===== src/rtl/cmp_pkg.sv =====
// Shared definitions for the multi-mode sequential comparator: mode codes,
// FSM state encoding and small mode-decoding helpers.
package cmp_pkg;

  localparam logic [2:0] CMP_EQ  = 3'd0;
  localparam logic [2:0] CMP_NE  = 3'd1;
  localparam logic [2:0] CMP_LTU = 3'd2;
  localparam logic [2:0] CMP_GEU = 3'd3;
  localparam logic [2:0] CMP_LTS = 3'd4;
  localparam logic [2:0] CMP_GES = 3'd5;

  typedef enum logic [1:0] {
    IDLE = 2'd0,
    SCAN = 2'd1,
    DONE = 2'd2
  } state_t;

  function automatic logic is_signed(input logic [2:0] mode);
    return (mode == CMP_LTS) || (mode == CMP_GES);
  endfunction

  // Reserved codes (6, 7) always report false.
  function automatic logic mode_result(input logic [2:0] mode,
                                       input logic       zero,
                                       input logic       lt);
    logic res;
    case (mode)
      CMP_EQ:           res = zero;
      CMP_NE:           res = !zero;
      CMP_LTU, CMP_LTS: res = lt;
      CMP_GEU, CMP_GES: res = !lt;
      default:          res = 1'b0;
    endcase
    return res;
  endfunction

endpackage


===== src/rtl/cmp_chunk.sv =====
// Combinational CHUNK-wide compare; msb_signed flips the top bit of both
// operands so an unsigned compare yields the two's-complement ordering.
module cmp_chunk #(
  parameter int CHUNK = 5
) (
  input  logic [CHUNK-1:0] a,
  input  logic [CHUNK-1:0] b,
  input  logic             msb_signed,
  output logic             eq,
  output logic             lt
);

  logic [CHUNK-1:0] flip;
  logic [CHUNK-1:0] a_m;
  logic [CHUNK-1:0] b_m;

  always_comb begin
    flip            = '0;
    flip[CHUNK-1]   = msb_signed;
    a_m             = a ^ flip;
    b_m             = b ^ flip;
    eq              = (a_m == b_m);
    lt              = (a_m < b_m);
  end

endmodule


===== src/rtl/cmp_unit.sv =====
// Sequential MSB-chunk-first comparator with valid/ready handshakes.
// Build option: CMP_EARLY_EXIT_EN ends the scan at the first differing chunk.
module cmp_unit
  import cmp_pkg::*;
#(
  parameter int WIDTH = 20,
  parameter int CHUNK = 5
) (
  input  logic             clk,
  input  logic             rst_n,
  input  logic             in_valid,
  output logic             in_ready,
  input  logic [WIDTH-1:0] register_A,
  input  logic [WIDTH-1:0] register_B,
  input  logic [2:0]       mode,
  output logic             out_valid,
  input  logic             out_ready,
  output logic             result,
  output logic             zero_flag,
  output logic             lt_flag
);

  localparam int NCHUNK = WIDTH / CHUNK;
  localparam int IDXW   = (NCHUNK > 1) ? $clog2(NCHUNK) : 1;
  localparam logic [IDXW-1:0] LAST_IDX = IDXW'(NCHUNK - 1);

`ifdef CMP_EARLY_EXIT_EN
  localparam bit EARLY_EXIT = 1'b1;
`else
  localparam bit EARLY_EXIT = 1'b0;
`endif

  if ((CHUNK < 1) || (WIDTH % CHUNK != 0)) begin : g_bad_chunk
    $error("cmp_unit: WIDTH must be a positive multiple of CHUNK");
  end

  state_t          state_reg, state_next;
  logic [WIDTH-1:0] a_reg, b_reg;
  logic [2:0]      mode_reg;
  logic [IDXW-1:0] idx_reg;
  logic            diff_seen_reg, lt_reg;
  logic            result_reg, zero_flag_reg, lt_flag_reg;

  logic [CHUNK-1:0] a_chunk, b_chunk;
  logic             msb_signed, chunk_eq, chunk_lt, chunk_diff;
  logic             diff_now, lt_now, scan_last;

  assign a_chunk    = a_reg[int'(idx_reg)*CHUNK +: CHUNK];
  assign b_chunk    = b_reg[int'(idx_reg)*CHUNK +: CHUNK];
  assign msb_signed = is_signed(mode_reg) && (idx_reg == LAST_IDX);

  cmp_chunk #(.CHUNK(CHUNK)) u_chunk (
    .a          (a_chunk),
    .b          (b_chunk),
    .msb_signed (msb_signed),
    .eq         (chunk_eq),
    .lt         (chunk_lt)
  );

  // Only the most significant differing chunk decides the ordering.
  assign chunk_diff = !chunk_eq;
  assign diff_now   = diff_seen_reg | chunk_diff;
  assign lt_now     = diff_seen_reg ? lt_reg : (chunk_diff & chunk_lt);
  assign scan_last  = (idx_reg == '0) || (EARLY_EXIT && chunk_diff);

  always_ff @(posedge clk or negedge rst_n) begin
    if (!rst_n) state_reg <= IDLE;
    else        state_reg <= state_next;
  end

  always_comb begin
    state_next = state_reg;
    case (state_reg)
      IDLE:    if (in_valid)  state_next = SCAN;
      SCAN:    if (scan_last) state_next = DONE;
      DONE:    if (out_ready) state_next = IDLE;
      default: state_next = IDLE;
    endcase
  end

  always_comb begin
    in_ready  = (state_reg == IDLE);
    out_valid = (state_reg == DONE);
  end

  always_ff @(posedge clk or negedge rst_n) begin
    if (!rst_n) begin
      a_reg         <= '0;
      b_reg         <= '0;
      mode_reg      <= CMP_EQ;
      idx_reg       <= '0;
      diff_seen_reg <= 1'b0;
      lt_reg        <= 1'b0;
      result_reg    <= 1'b0;
      zero_flag_reg <= 1'b0;
      lt_flag_reg   <= 1'b0;
    end else begin
      case (state_reg)
        IDLE: if (in_valid) begin
          a_reg         <= register_A;
          b_reg         <= register_B;
          mode_reg      <= mode;
          idx_reg       <= LAST_IDX;
          diff_seen_reg <= 1'b0;
          lt_reg        <= 1'b0;
        end
        SCAN: begin
          diff_seen_reg <= diff_now;
          lt_reg        <= lt_now;
          if (scan_last) begin
            zero_flag_reg <= !diff_now;
            lt_flag_reg   <= lt_now;
            result_reg    <= mode_result(mode_reg, !diff_now, lt_now);
          end else begin
            idx_reg <= idx_reg - IDXW'(1);
          end
        end
        default: ;
      endcase
    end
  end

  assign result    = result_reg;
  assign zero_flag = zero_flag_reg;
  assign lt_flag   = lt_flag_reg;

endmodule


===== config.mk =====
export PLATFORM = sky130hd
export DESIGN_NAME = cmp_unit
export DESIGN_NICKNAME = d
export VERILOG_FILES = /design/src/rtl/cmp_pkg.sv /design/src/rtl/cmp_chunk.sv /design/src/rtl/cmp_unit.sv
export SDC_FILE = /design/constraint.sdc
export NUM_CORES = 1
export LEC_CHECK = 0
export CAP_MARGIN = 20
export CORE_UTILIZATION = 46
export DETAILED_ROUTE_END_ITERATION = 8
export PLACE_DENSITY = 0.77
export SKIP_CTS_REPAIR_TIMING = 1
export SYNTH_ARGS = -nofsm -noshare
export SYNTH_HDL_FRONTEND = slang
export SYNTH_SLANG_ARGS = --single-unit

===== constraint.sdc =====
create_clock -name clk -period 2.55 [get_ports clk]
set_clock_uncertainty 0.05 [all_clocks]
set_input_delay 0.6375 -clock clk [delete_from_list [all_inputs] [get_ports clk]]
set_output_delay 0.6375 -clock clk [all_outputs]
set_load 0.03 [all_outputs]

==> run metrics, run 1 <==
cell at the slowest stage of the critical path=mux4_2; outcome=finished with violations; cell-by-cell listing of the critical path=mux4_2 -> xnor2_1 -> ha_2 -> a22o_2 -> a311oi_2 -> nor4bb_1 -> or3b_1; Yosys warning total=0; Avg Inst Size Synth=13.9 um^2; post-synth top area cell=dfrtp_1; Die X-Extent=76.0 um; die boundary height=76.0 um; FFs w/ async S/R, synth=1.00; cell count after placement=307; via count=1630; dominant combinational cell family by area after synthesis=multiplexers; cell chosen for the clock root=clkbuf_8; gr usage total=0.175; core footprint=5200 um^2; required time reported for the critical path endpoint=2.68 ns; final worst path period share=1.04; most frequent standard cell in the layout excluding fill and tap cells=dfrtp_1; antenna violations before repair=0; timing startpoint of the critical path=idx_reg[0]$_DFFE_PN0P_; multiplexer share of the synthesized area=0.290; top fanout value on the critical path=7; overall die area=5780 um^2; number of clock buffers inserted by TritonCTS=5; first-pass GRT wire length=7.93 mm; fraction of synthesized cell area taken by the top area cell type=0.517; PnR Total Power=4.20 mW; global route total overflow=0; Critical Path End Type=register; slew at the pin with the worst max-slew slack=0.421 ns; data arrival time of the worst path=2.79 ns; adder-cell share of the synthesized area=0.0348; clk sink count=52; wire length per cell=14.9 um; failing checks=negative setup slack; number of design-rule violations left by the first detailed-router iteration=74; relative area change from synthesis to final layout=32.1%; Max-cap violations=0; post-synthesis sequential area ratio=0.517; gp weighted congestion=0.837; Max Fclk=376 MHz; TritonRoute pass-1 iters=3; startpoint class of the critical path=register; top library cells by usage in the layout, fill and taps aside=dfrtp_1 (50), clkdlybuf4s50_1 (49), mux2_2 (43); DRC errors left=0; r2r startpoint=idx_reg[0]$_DFFE_PN0P_; number of top-level design ports=52; remaining max-slew budget at the tightest pin=0.719; ratio of cells with drive above 1 in the final layout=0.364; maximum resistive drop on vdd=667 uV; post-synthesis cell area=2520 um^2; half-perimeter wire length after detailed placement=3.59 mm; synthesized net count=235; CTS Buffer Depth=2; kind of critical path=register to register; starting density of the core=0.484; final number of hold-violating endpoints=0; Max stage delay on crit path=0.55 ns; Worst-Skew Late Latency=0.30 ns; RSZ-0062 raised after global routing=yes; worst r2r path cells=7; Avg Vias per Cell=5.14; setup slack after layout=-0.110 ns; Tmin final=2.66 ns; xor-xnor portion of the synthesized cell area=0.0104; placement row count=26; pin count of the biggest net entering global routing=24; Ant. Diodes=0; critical register-to-register path endpoint=result$_DFFE_PN0P_; number of nets in the finished design=300; clock tree from TritonCTS=done; count of endpoints failing setup in the final report=2; post-synthesis share of cell area spent on and, or, nand and nor gates=0.0646; count of nets left with antenna violations after detail routing=0; Tightest Hold Check Type=input pin to asynchronous set/reset pin; top area cells in the synthesized netlist=dfrtp_1 (52%), mux2_2 (19%), mux4_2 (8.9%), ha_1 (3.5%), inv_1 (1.5%); Cell variety after synth=35; Pleak=1.42 nW; P per Cell Area=1260 nW/um^2; fillers=409; final standard cell count with taps included and fillers excluded=317; complex-gate fraction of the synthesized area=0.0497; quantity of I/O buffers inserted on ports=51; worst reg-to-reg setup slack=-0.11 ns; Pins Over Slew Limit=0; via count of the first global-routing pass=1688; count of flip-flops with a built-in enable after synthesis=0; FF+latch count, synth=52; Max H-tree Level=2; clock-pin slew on the worst setup and hold paths=0.09 ns; total wire length=4.72 mm; count of buffer and inverter cells on the critical path=0; cell family with most CP delay=multiplexers; Post-synth top flop=dfrtp_1; Post-Syn Instances=181
==> worst register-to-register path, stage by stage (launching register included) <==
cell	delay, ns
dfrtp_2	0.48
mux4_2	0.55
xnor2_1	0.21
ha_2	0.32
a22o_2	0.21
a311oi_2	0.27
nor4bb_1	0.09
or3b_1	0.35
==> metal layers <==
metal,vias up,wire [um],global-route usage
met5,-,0,0
met2,28,2360,0.274
li1,789,-,-
met3,2,145,0.0395
met1,811,2180,0.250
met4,0,34,0.0404
==> cells by family after synthesis <==
family / count (synthesis)
AO/OA/AOI/OAI: 17
XOR/XNOR: 3
adder cells (fa/ha/maj): 7
buffers and inverters: 18
flip-flops: 52
multiplexers: 55
AND/OR/NAND/NOR: 29
==> cell usage after synthesis, types with 3 or more instances <==
library cell,n
dfrtp_1,52
mux2_2,43
inv_1,10
mux4_2,10
nor2_1,10
ha_1,7
o21ai_0,7
nand2_1,5
buf_4,4
a22o_2,3
buf_2,3
==> how the worst max path moves through the flow <==
stage,cells after the start,to,slack [ns]
3_5_place_dp,7,result$_DFFE_PN0P_,-0.07
6_report,7,result$_DFFE_PN0P_,-0.11
2_1_floorplan,7,result$_DFFE_PN0P_,0.04
4_1_cts,7,result$_DFFE_PN0P_,-0.09
5_1_grt,7,result$_DFFE_PN0P_,-0.22
3_3_place_gp,7,result$_DFFE_PN0P_,-0.03
==> per-stage QoR <==
| step | utilization | instance area (um^2) | hold WS (ns) | setup TNS, ns | setup WS, ns |
|---|---|---|---|---|---|
| floorplan | - | 2530 | 0.292 | 0 | 0.0350 |
| global placement | 0.613 | 3190 | 0.413 | -0.0316 | -0.0316 |
| detailed placement | 0.613 | 3190 | 0.432 | -0.0656 | -0.0656 |
| CTS | 0.630 | 3280 | 0.224 | -0.0874 | -0.0874 |
| global route | 0.639 | 3330 | 0.228 | -0.439 | -0.218 |
| finish | 0.639 | 3330 | 0.205 | -0.180 | -0.110 |
==> layout make-up <==
| class | count | area [um^2] | area share |
|---|---|---|---|
| multi-input cells | 111 | 1160 | 0.348 |
| repair buffers | 66 | 653 | 0.196 |
| flip-flops and latches | 52 | 1300 | 0.392 |
| clock buffers | 5 | 68.8 | 0.0207 |
| well taps | 70 | 87.6 | 0.0263 |
| inverters | 10 | 37.5 | 0.0113 |
| clock inverters | 3 | 18.8 | 0.00564 |
==> report_power, final <==
| part | total (mW) | leakage [nW] | switching, mW | internal, mW |
|---|---|---|---|---|
| logic | 2.19 | 0.754 | 0.862 | 1.33 |
| clock network | 0.457 | 0.0479 | 0.265 | 0.192 |
| registers | 1.55 | 0.614 | 0.314 | 1.24 |
| total | 4.20 | 1.42 | 1.44 | 2.76 |
No activity file was read; power rests on OpenSTA's default activity.
==> run 2, diff against run 1 <==
CORE_MARGIN = 10   (was unset)
SYNTH_HIERARCHICAL = 1   (was unset)
==> run metrics, run 2 <==
fraction of synthesized cell area taken by the top area cell type=0.512; most frequent standard cell in the layout excluding fill and tap cells=dfrtp_1; P per Cell Area=1370 nW/um^2; Avg Vias per Cell=5.13; data arrival time of the worst path=2.94 ns; RSZ-0062 raised after global routing=yes; Avg Inst Size Synth=14.0 um^2; startpoint class of the critical path=register; required time reported for the critical path endpoint=2.70 ns; slew at the pin with the worst max-slew slack=0.384 ns; failing checks=negative setup slack; cell chosen for the clock root=clkbuf_8; Yosys warning total=6; synthesized net count=236; Pins Over Slew Limit=0; r2r startpoint=idx_reg[0]$_DFFE_PN0P_; setup slack after layout=-0.242 ns; Final Instance Area=3360 um^2; gp weighted congestion=0.812; via count of the first global-routing pass=1766; Max Fclk=358 MHz; post-synthesis cell area=2540 um^2; post-synth top area cell=dfrtp_1; Multi-input gate area=1160 um^2; DRC errors left=0; final-layout setup total negative slack=-0.342 ns; CTS Buffer Depth=2; total wire length=5.12 mm; top fanout value on the critical path=8; worst hold margin=0.0937 ns; global route total overflow=0; maximum resistive drop on vdd=679 uV; timing startpoint of the critical path=idx_reg[0]$_DFFE_PN0P_; number of nets in the finished design=300; kind of critical path=register to register; relative area change from synthesis to final layout=32.0%; clock tree from TritonCTS=done; most common cell in the netlist=dfrtp_1; Ant. Diodes=0; final worst path period share=1.09; last element of the critical path=result$_DFFE_PN0P_; worst reg-to-reg setup slack=-0.24 ns; most common library cells after synthesis=dfrtp_1 (52), mux2_2 (41), mux4_2 (10); number of top-level design ports=52; pin count of the biggest net entering global routing=32; count of nets left with antenna violations after detail routing=0; Tmin final=2.79 ns; via count=1637; worst r2r path cells=11; first-pass GRT wire length=8.44 mm; placement row count=27; Critical Path End Type=register; FF+latch count, synth=52; FFs w/ async S/R, synth=1.00; Die X-Extent=94.3 um; Post-synth top flop=dfrtp_1; cell area after placement=3200 um^2; die boundary height=94.3 um; remaining max-slew budget at the tightest pin=0.744; Cell variety after synth=37; ratio of cells with drive above 1 in the final layout=0.344; top library cells by usage in the layout, fill and taps aside=dfrtp_1 (52), clkdlybuf4s50_1 (50), mux2_2 (41); Worst-Skew Late Latency=0.31 ns; setup slack at placement=-0.219 ns; PnR Total Power=4.60 mW; gr usage total=0.120; Max H-tree Level=2; core footprint=5440 um^2; overall die area=8900 um^2; Pleak=1.41 nW; outcome=finished with violations; wire length per cell=16.1 um; count of flip-flops with a built-in enable after synthesis=0; top area cells in the synthesized netlist=dfrtp_1 (51%), mux2_2 (18%), mux4_2 (8.9%), ha_1 (3.4%), buf_6 (1.8%); final number of hold-violating endpoints=0; critical register-to-register path endpoint=result$_DFFE_PN0P_; Tightest Hold Check Type=input pin to asynchronous set/reset pin; count of endpoints failing setup in the final report=2; antenna violations before repair=0; number of design-rule violations left by the first detailed-router iteration=37; starting density of the core=0.467; half-perimeter wire length after detailed placement=3.99 mm; Post-Syn Instances=182; area occupied by registers=1300 um^2; clock-pin slew on the worst setup and hold paths=0.09 ns; clk sink count=52; fillers=426; post-synthesis sequential area ratio=0.512; quantity of I/O buffers inserted on ports=51; Max-cap violations=0; number of clock buffers inserted by TritonCTS=5; TritonRoute pass-1 iters=4
==> run 2: cell count changes in the layout (fill, tap and decap cells not counted), sizes merged, moves of 2 or more <==
cell,previous run,this run
clkinv,3,0
a21oi,1,5
a22o,3,0
mux2i,2,0
a211oi,0,2
bufinv,0,2
nand2,5,8
nor3b,1,3
or3,2,0
==> run 2: worst min path at each step <==
stage | start | end | slack (ns)
detailed placement | zero_flag$_DFFE_PN0P_ | zero_flag$_DFFE_PN0P_ | 0.42
CTS | rst_n | a_reg[15]$_DFFE_PN0P_ | 0.09
floorplan | rst_n | a_reg[0]$_DFFE_PN0P_ | 0.29
global route | rst_n | a_reg[3]$_DFFE_PN0P_ | 0.09
finish | rst_n | a_reg[15]$_DFFE_PN0P_ | 0.09
global placement | zero_flag$_DFFE_PN0P_ | zero_flag$_DFFE_PN0P_ | 0.42
==> run 2: cells by family after synthesis <==
kind of cell / count (synthesis) / share of synthesized area
multiplexers: 53 / 0.279
buffers and inverters: 17 / 0.0413
flip-flops: 52 / 0.512
adder cells (fa/ha/maj): 7 / 0.0344
XOR/XNOR: 3 / 0.0103
AND/OR/NAND/NOR: 29 / 0.0669
AO/OA/AOI/OAI: 21 / 0.0561
==> run 2: per-layer routing <==
metal | vias to the layer above | track usage | share of wire
met3 | 8 | 0.0436 | 0.064
met2 | 42 | 0.190 | 0.48
met4 | 0 | 0.0418 | 0.017
met5 | - | 0 | 0
met1 | 801 | 0.149 | 0.44
li1 | 786 | - | -
==> run 2: critical path, cell delays in order, from the launching register on <==
cell and delay [ns]:
dfrtp_1 0.39, buf_6 0.16, mux4_2 0.50, ha_1 0.34
nand3_2 0.09, o21bai_1 0.16, a211oi_2 0.10, buf_4 0.14
nand3b_1 0.07, a21oi_1 0.07, o311a_1 0.34, a221o_1 0.27
==> run 2: metrics by stage <==
| step | utilization | std cells |
|---|---|---|
| floorplan | - | 182 |
| global route | 0.617 | 319 |
| CTS | 0.613 | 317 |
| detailed placement | 0.588 | 309 |
| finish | 0.617 | 319 |
| global placement | 0.588 | 309 |
==> run 2: report_power, final <==
part	total, mW	switching (mW)	internal (mW)	leakage [nW]
logic	2.39	0.987	1.40	0.727
registers	1.54	0.299	1.24	0.617
clock network	0.667	0.273	0.395	0.0687
==> run 2: cell type report <==
type / instances / share of cell area
Sequential cell: 52 / 0.388
Multi-Input combinational cell: 113 / 0.345
Timing Repair Buffer: 66 / 0.190
Tap cell: 72 / 0.0268
Clock buffer: 5 / 0.0205
Clock inverter: 3 / 0.0205
Inverter: 8 / 0.00895
==> run 3, diff against run 2 <==
CELL_PAD_IN_SITES_DETAIL_PLACEMENT = 0   (was unset)
CELL_PAD_IN_SITES_GLOBAL_PLACEMENT = 2   (was unset)
CORE_UTILIZATION = 31   (was 46)
CTS_CLUSTER_DIAMETER = 120   (was unset)
GPL_ROUTABILITY_DRIVEN = 0   (was unset)
PLACE_DENSITY = 0.76   (was 0.77)
==> run metrics, run 3 (synthesis results as in run 2) <==
number of nets in the finished design=300; worst hold margin=0.292 ns; post-layout util=0.432; half-perimeter wire length after detailed placement=4.14 mm; fillers=754; final worst path period share=1.09; pin count of the biggest net entering global routing=44; count of nets left with antenna violations after detail routing=0; overall die area=12200 um^2; Max-cap violations=0; placement row count=32; worst reg-to-reg setup slack=-0.23 ns; timing startpoint of the critical path=idx_reg[0]$_DFFE_PN0P_; remaining max-slew budget at the tightest pin=0.591; failing checks=negative setup slack; global route total overflow=0; clock tree from TritonCTS=done; RSZ-0062 raised after global routing=yes; cell chosen for the clock root=clkbuf_8; cell area after placement=3270 um^2; cell count after placement=340; r2r startpoint=idx_reg[0]$_DFFE_PN0P_; Tmin final=2.78 ns; data arrival time of the worst path=2.92 ns; Avg Vias per Cell=4.62; share of power burned in registers=0.343; TritonRoute pass-1 iters=4; gr usage total=0.0896; P per Cell Area=1300 nW/um^2; Max H-tree Level=2; combinational power share=0.530; top fanout value on the critical path=6; wire length per cell=15.3 um; Final Instance Area=3390 um^2; number of clock buffers inserted by TritonCTS=5; antenna violations before repair=0; clock-pin slew on the worst setup and hold paths=0.09 ns; number of design-rule violations left by the first detailed-router iteration=39; Max Fclk=360 MHz; Critical Path End Type=register; ratio of cells with drive above 1 in the final layout=0.344; Pleak=1.41 nW; switch share=0.342; Worst-Skew Late Latency=0.30 ns; design internal power=2.91 mW; CTS Buffer Depth=2; starting density of the core=0.324; final standard cell count with taps included and fillers excluded=349; Die X-Extent=111 um; via count of the first global-routing pass=1794; DRC errors left=0; number of top-level design ports=52; top library cells by usage in the layout, fill and taps aside=dfrtp_1 (52), clkdlybuf4s50_1 (50), mux2_2 (41); final number of hold-violating endpoints=0; maximum resistive drop on vdd=391 uV; last element of the critical path=result$_DFFE_PN0P_; Multi-input gate area=1160 um^2; Ant. Diodes=0; via count=1611; clock power share=0.127; die boundary height=111 um; slew at the pin with the worst max-slew slack=0.613 ns; area occupied by registers=1300 um^2; quantity of I/O buffers inserted on ports=51; Tightest Hold Check Type=input pin to asynchronous set/reset pin; Switching Power=1.51 mW; Pins Over Slew Limit=0; relative area change from synthesis to final layout=33.3%; core footprint=7850 um^2; setup slack after layout=-0.229 ns; most frequent standard cell in the layout excluding fill and tap cells=dfrtp_1; required time reported for the critical path endpoint=2.69 ns; clk sink count=52; count of endpoints failing setup in the final report=2; worst r2r path cells=11; critical register-to-register path endpoint=result$_DFFE_PN0P_; kind of critical path=register to register; startpoint class of the critical path=register; setup slack at placement=-0.242 ns; outcome=finished with violations; first-pass GRT wire length=9.09 mm; total wire length=5.33 mm
run 3: worst min-delay path by stage:
stage,start,to,slack (ns),cells after the start
after CTS,rst_n,mode_reg[0]$_DFFE_PN0P_,0.31,1
final,rst_n,zero_flag$_DFFE_PN0P_,0.29,1
after floorplan,rst_n,a_reg[0]$_DFFE_PN0P_,0.29,0
after global placement,zero_flag$_DFFE_PN0P_,zero_flag$_DFFE_PN0P_,0.42,2
after detailed placement,zero_flag$_DFFE_PN0P_,zero_flag$_DFFE_PN0P_,0.42,2
after global routing,rst_n,mode_reg[0]$_DFFE_PN0P_,0.33,1
run 3: per-stage QoR:
step	total power, mW	TNS, ns
detailed placement	3.89	-0.281
CTS	4.47	-0.371
floorplan	3.23	-0.166
global route	4.81	-0.780
finish	4.42	-0.328
global placement	3.86	-0.176
run 3: metal layers:
metal	routed length, um	part of all wire	track usage	vias to the layer above
met5	0	0	0	-
met4	42	0.0079	0.0285	0
met1	2630	0.49	0.120	787
met2	2440	0.46	0.135	33
met3	224	0.042	0.0270	2
li1	-	-	-	789
run 3: worst max-delay path: stages (launching register included):
cell and delay, ns:
dfrtp_1 0.42, buf_12 0.14, mux4_2 0.51, xnor2_1 0.15, ha_1 0.34, nand2_1 0.07, nor2_1 0.04, a211oi_2 0.18
nor3b_4 0.27, a311oi_1 0.12, o311a_1 0.12, a221o_1 0.25
run 3: power by group through the flow:
stage          sequential (mW)  combinational (mW)  clock [mW]
3_5_place_dp              1.55                2.34           0
5_1_grt                   1.57                2.61       0.626
4_1_cts                   1.53                2.36       0.584
6_report                  1.51                2.34       0.561
2_1_floorplan             1.44                1.79           0
3_3_place_gp              1.55                2.31           0
run 3: area by class of cell:
| cell class | count | share of cell area |
|---|---|---|
| Sequential cell | 52 | 0.384 |
| Multi-Input combinational cell | 113 | 0.342 |
| Inverter | 8 | 0.00886 |
| Tap cell | 102 | 0.0377 |
| Clock buffer | 5 | 0.0203 |
| Clock inverter | 3 | 0.0126 |
| Timing Repair Buffer | 66 | 0.195 |
